--- config.mk ---
export PLATFORM = sky130hd
export DESIGN_NAME = agc_wl_injector
export DESIGN_NICKNAME = d
export VERILOG_FILES = /design/src/rtl/agc_wl_injector.sv
export SDC_FILE = /design/constraint.sdc
export NUM_CORES = 1
export LEC_CHECK = 0
export ABC_AREA = 1
export CAP_MARGIN = 20
export CELL_PAD_IN_SITES_DETAIL_PLACEMENT = 1
export CELL_PAD_IN_SITES_GLOBAL_PLACEMENT = 2
export CORE_UTILIZATION = 28
export DETAILED_ROUTE_END_ITERATION = 8
export GPL_TIMING_DRIVEN = 0
export PLACE_DENSITY = 0.77
export SKIP_CTS_REPAIR_TIMING = 1
export SYNTH_ARGS = -nofsm -noshare
export SYNTH_HDL_FRONTEND = slang
export SYNTH_SLANG_ARGS = --single-unit
--- constraint.sdc ---
create_clock -name CLOCK -period 1.4 [get_ports CLOCK]
set_input_delay 0.21 -clock CLOCK [delete_from_list [all_inputs] [get_ports CLOCK]]
set_output_delay 0.21 -clock CLOCK [all_outputs]
set_load 0.02 [all_outputs]
--- src/rtl/agc_wl_injector.sv ---
// agc_wl_injector: drives the AGC write lines (WL_n) and the NISQ/EXT/STRT1
// strobes to inject one instruction word at a time, optionally preceded by
// an EXTEND prefix pulse.
//
// Ports:
//   CLOCK      - single clock, rising edge
//   SIM_RST_n  - asynchronous active-low reset
//   CMD_VALID  - instruction word offered
//   CMD_WORD   - 16-bit instruction word (bit0 = WL01)
//   CMD_EXT    - precede the word with an EXTEND prefix
//   CMD_READY  - injector can accept a command
//   START_REQ  - request a STRT1 pulse (wins over CMD_VALID)
//   WL_n       - active-low write lines
//   NISQ, EXT, STRT1 - active-high strobes
//   BUSY       - high whenever not idle
//   INJ_COUNT  - completed-injection counter (only with INJ_COUNT_EN defined)
//
// Optional feature macro: INJ_COUNT_EN adds the INJ_COUNT output.
module agc_wl_injector #(
    parameter int unsigned SETUP_CYC = 4,
    parameter int unsigned PULSE_CYC = 5,
    parameter int unsigned HOLD_CYC  = 4,
    parameter int unsigned STRT_CYC  = 20
) (
    input  logic        CLOCK,
    input  logic        SIM_RST_n,
    input  logic        CMD_VALID,
    input  logic [15:0] CMD_WORD,
    input  logic        CMD_EXT,
    output logic        CMD_READY,
    input  logic        START_REQ,
    output logic [15:0] WL_n,
    output logic        NISQ,
    output logic        EXT,
    output logic        STRT1,
    output logic        BUSY
`ifdef INJ_COUNT_EN
    ,
    output logic [15:0] INJ_COUNT
`endif
);

    // Zero-valued parameters behave as one cycle; counter loads are N-1.
    localparam int unsigned SETUP_E = (SETUP_CYC == 0) ? 1 : SETUP_CYC;
    localparam int unsigned PULSE_E = (PULSE_CYC == 0) ? 1 : PULSE_CYC;
    localparam int unsigned HOLD_E  = (HOLD_CYC  == 0) ? 1 : HOLD_CYC;
    localparam int unsigned STRT_E  = (STRT_CYC  == 0) ? 1 : STRT_CYC;
    localparam logic [7:0]  SETUP_LD = 8'(SETUP_E - 1);
    localparam logic [7:0]  PULSE_LD = 8'(PULSE_E - 1);
    localparam logic [7:0]  HOLD_LD  = 8'(HOLD_E - 1);
    localparam logic [7:0]  STRT_LD  = 8'(STRT_E - 1);

    typedef enum logic [2:0] {
        IDLE, STRT, EXTP, EXTG, SETUP, PULSE, HOLD
    } state_t;

    state_t      r_state, w_state_nxt;
    logic [7:0]  r_cnt, w_cnt_nxt;
    logic [15:0] r_word, w_word_nxt;
    logic        r_ready;
    logic [15:0] r_wl_n;
    logic        r_nisq, r_ext, r_strt1, r_busy;
    logic        w_cnt_zero;
    logic        w_word_phase;

    assign w_cnt_zero = (r_cnt == 8'd0);

    always_comb begin
        w_state_nxt = r_state;
        w_cnt_nxt   = r_cnt;
        w_word_nxt  = r_word;
        unique case (r_state)
            IDLE: begin
                // r_ready is low on the first cycle out of reset, so nothing
                // is accepted before CMD_READY has been visible.
                if (r_ready) begin
                    if (START_REQ) begin
                        w_state_nxt = STRT;
                        w_cnt_nxt   = STRT_LD;
                    end else if (CMD_VALID) begin
                        w_word_nxt = CMD_WORD;
                        if (CMD_EXT) begin
                            w_state_nxt = EXTP;
                            w_cnt_nxt   = PULSE_LD;
                        end else begin
                            w_state_nxt = SETUP;
                            w_cnt_nxt   = SETUP_LD;
                        end
                    end
                end
            end
            STRT: begin
                if (w_cnt_zero) w_state_nxt = IDLE;
                else            w_cnt_nxt   = r_cnt - 8'd1;
            end
            EXTP: begin
                if (w_cnt_zero) begin
                    w_state_nxt = EXTG;
                    w_cnt_nxt   = HOLD_LD;
                end else begin
                    w_cnt_nxt = r_cnt - 8'd1;
                end
            end
            EXTG: begin
                if (w_cnt_zero) begin
                    w_state_nxt = SETUP;
                    w_cnt_nxt   = SETUP_LD;
                end else begin
                    w_cnt_nxt = r_cnt - 8'd1;
                end
            end
            SETUP: begin
                if (w_cnt_zero) begin
                    w_state_nxt = PULSE;
                    w_cnt_nxt   = PULSE_LD;
                end else begin
                    w_cnt_nxt = r_cnt - 8'd1;
                end
            end
            PULSE: begin
                if (w_cnt_zero) begin
                    w_state_nxt = HOLD;
                    w_cnt_nxt   = HOLD_LD;
                end else begin
                    w_cnt_nxt = r_cnt - 8'd1;
                end
            end
            HOLD: begin
                if (w_cnt_zero) w_state_nxt = IDLE;
                else            w_cnt_nxt   = r_cnt - 8'd1;
            end
            default: begin
                w_state_nxt = IDLE;
                w_cnt_nxt   = 8'd0;
            end
        endcase
    end

    assign w_word_phase = (w_state_nxt == SETUP) || (w_state_nxt == PULSE) ||
                          (w_state_nxt == HOLD);

    // Outputs are registered from the next state so each strobe comes
    // straight off a flop and cannot glitch.
    always_ff @(posedge CLOCK or negedge SIM_RST_n) begin
        if (!SIM_RST_n) begin
            r_state <= IDLE;
            r_cnt   <= 8'd0;
            r_word  <= 16'h0000;
            r_ready <= 1'b0;
            r_wl_n  <= 16'hFFFF;
            r_nisq  <= 1'b0;
            r_ext   <= 1'b0;
            r_strt1 <= 1'b0;
            r_busy  <= 1'b0;
        end else begin
            r_state <= w_state_nxt;
            r_cnt   <= w_cnt_nxt;
            r_word  <= w_word_nxt;
            r_ready <= (w_state_nxt == IDLE);
            r_wl_n  <= w_word_phase ? ~w_word_nxt : 16'hFFFF;
            r_nisq  <= (w_state_nxt == EXTP) || (w_state_nxt == PULSE);
            r_ext   <= (w_state_nxt == EXTP);
            r_strt1 <= (w_state_nxt == STRT);
            r_busy  <= (w_state_nxt != IDLE);
        end
    end

`ifdef INJ_COUNT_EN
    logic [15:0] r_inj_count;

    always_ff @(posedge CLOCK or negedge SIM_RST_n) begin
        if (!SIM_RST_n) begin
            r_inj_count <= 16'h0000;
        end else if ((r_state == HOLD) && w_cnt_zero) begin
            r_inj_count <= r_inj_count + 16'd1;
        end
    end

    assign INJ_COUNT = r_inj_count;
`endif

    // START_REQ has priority in IDLE, so readiness is withdrawn while it is high.
    assign CMD_READY = r_ready & ~START_REQ;
    assign WL_n      = r_wl_n;
    assign NISQ      = r_nisq;
    assign EXT       = r_ext;
    assign STRT1     = r_strt1;
    assign BUSY      = r_busy;

endmodule

==> results <==
[Yosys cell counts (all sizes together)]
master / number / share of area (%)
xor2: 2 / 0.76
ha: 1 / 0.54
a21boi: 1 / 0.33
a21oi: 5 / 1.1
nand3: 15 / 4.2
nor3: 2 / 0.43
nor2: 19 / 4.9
o21ai: 27 / 6.8
nand2: 84 / 16
a31oi: 1 / 0.27
buf: 5 / 2.5
nand4: 2 / 0.54
dfstp: 16 / 18
inv: 42 / 7.3
dfrtp: 32 / 35
o21bai: 1 / 0.33
nor4: 1 / 0.27
nand3b: 3 / 0.98
[final timing paths]
check	depth (start not counted)	slack [ps]	from	to
max reg2reg	10	-170	r_cnt[0]	r_state[2]
max in group asynchronous	3	450	SIM_RST_n	WL_n[13]
max	10	-170	r_cnt[0]	r_state[2]
min reg2reg	2	480	r_word[1]	r_word[1]
min in group CLOCK	3	460	CMD_WORD[15]	r_word[15]
min	2	370	SIM_RST_n	r_word[1]
[final cells by class]
type	instances	area, um^2
Inverter	42	183
Buffer	5	72.6
Clock buffer	6	82.6
Tap cell	102	128
Timing Repair Buffer	66	718
Clock inverter	2	38.8
Multi-Input combinational cell	164	1150
Fill cell	896	4250
Sequential cell	48	1220
[power groups by stage]
stage	registers (uW)	clock network, uW	logic [uW]
2_1_floorplan	1410	0	13.1
3_3_place_gp	1410	0	106
3_5_place_dp	1410	0	111
4_1_cts	1390	1110	112
5_1_grt	1390	1140	130
6_report	1390	1070	115
[sequential cells by signal (all words and copies together) (netlist names)]
signal / cells
WL_n: 16
r_word: 16
r_cnt: 8
r_state: 3
BUSY: 1
EXT: 1
NISQ: 1
STRT1: 1
r_ready: 1
[logic make-up after synthesis]
| family | synth area share [%] |
|---|---|
| compound gates | 8.85 |
| xor+xnor | 0.760 |
| fa+ha+maj | 0.543 |
| buf+inv | 9.77 |
| flops | 53.0 |
| simple gates | 27.1 |
[per-layer routing]
metal	up-vias	routed length, um	track usage, %
met5	-	0	0
met4	0	53	3.46
met3	5	300	4.11
met2	32	2990	23.0
met1	903	2510	17.6
li1	949	-	-
[worst max-delay path, cell delays in order (launching register included)]
cell and delay, ps:
dfrtp_1 420, inv_2 90, ha_4 160, nand2_4 80, nor2_4 160, nand2_2 70
nand2_2 90, nand2_4 60, nand2_4 110, inv_8 60, clkbuf_16 160
[stage by stage]
stage          setup TNS (ps)  std cells  hold slack [ps]
2_1_floorplan               0        259            -85.6
3_3_place_gp           -71320        402              455
3_5_place_dp           -12550        403              167
4_1_cts                -10080        411             -164
5_1_grt                 -6370        435              400
6_report                -3230        435              367
==> metrics.txt <==
internal power=2030 uW; sw power=538 uW; Rel. slew slack=73.1%; most frequent cells in the layout=nand2_1 (38), dfrtp_1 (30), inv_1 (29); setup violators final=27; Fmax achieved=638 MHz; Comb pwr share=4.5%; RSZ-0062 raised after global routing=yes; final wirelength=5.86 mm; Ports=42; register area share after synthesis=53.0%; Vias/cell=4.34; global-route wire length before repair=9.33 mm; Cell Pwr Density=714 nW/um^2; die height=92.7 um; crit-path max FO=6; initial DRC count=46; Syn Nets=281; mapped cell area=2300 um^2; Final period util=112%; post-layout min period=1570 ps; DRC viols=0; number of global-route vias before repair=1955; Core Area=7850 um^2; Synth-to-Final Area Change=56.1%; max-slew violation count=0; layout net count=354; CTS H-tree depth=2; Synth Register Bits=48; port bufs=41; Sw Ratio=21.0%; CP endpoint kind=flip-flop; Overall Power=2570 uW; fin area=3600 um^2; Pre-antenna DRT Iters=3; maxcap violations=0; layout cells sized above 1=45.0%; placed cell areas=2860 um^2; GRT overflow=0; CP arrival=1750 ps; Initial Util=29.4%; post-synth cell types=32; Final ANT Viol Nets=0; post-DP HPWL=3.93 mm; total track usage=13.8%; Finished Core Util=45.9%; Worst VDD drop=0.470 mV; Slew @ Worst Pin=403 ps; Die Area=8600 um^2; routed len/inst=13.5 um; CTS tree=built; Hold/Removal Path Class=input port to async pin; Synth Warn #=0; setup ws final=-167 ps; clock buffer depth=2; Worst EP required=1580 ps; antenna cell count=0; routed vias=1889; Final Hold Fails=0; status=complete, but fails checks; clock root cell=clkbuf_8; clock skew=13.5 ps; routability cong.=0.716; Mapped Cells=259; initial antenna violation count=0; failing checks=setup timing; clock-pin slew on the worst setup and hold paths=100 ps; CTS Buf Count=5; Critical Path Source Type=flip-flop; sequential power share=54.0%; commonest non-fill, non-tap cell in the layout=nand2_1; synthesized area per cell=8.90 um^2; Clock Latency Late Sink=300 ps; CTS sink cnt=48; Site Rows=32; crit path kind=flip-flop to flip-flop; Placement Setup Slack=-479 ps; largest net degree at the start of global routing=35; Lkg Pwr=0.00181 uW; DIE WIDTH=92.7 um; Clk pwr share=41.5%
Power figures use the tool's default switching activity.
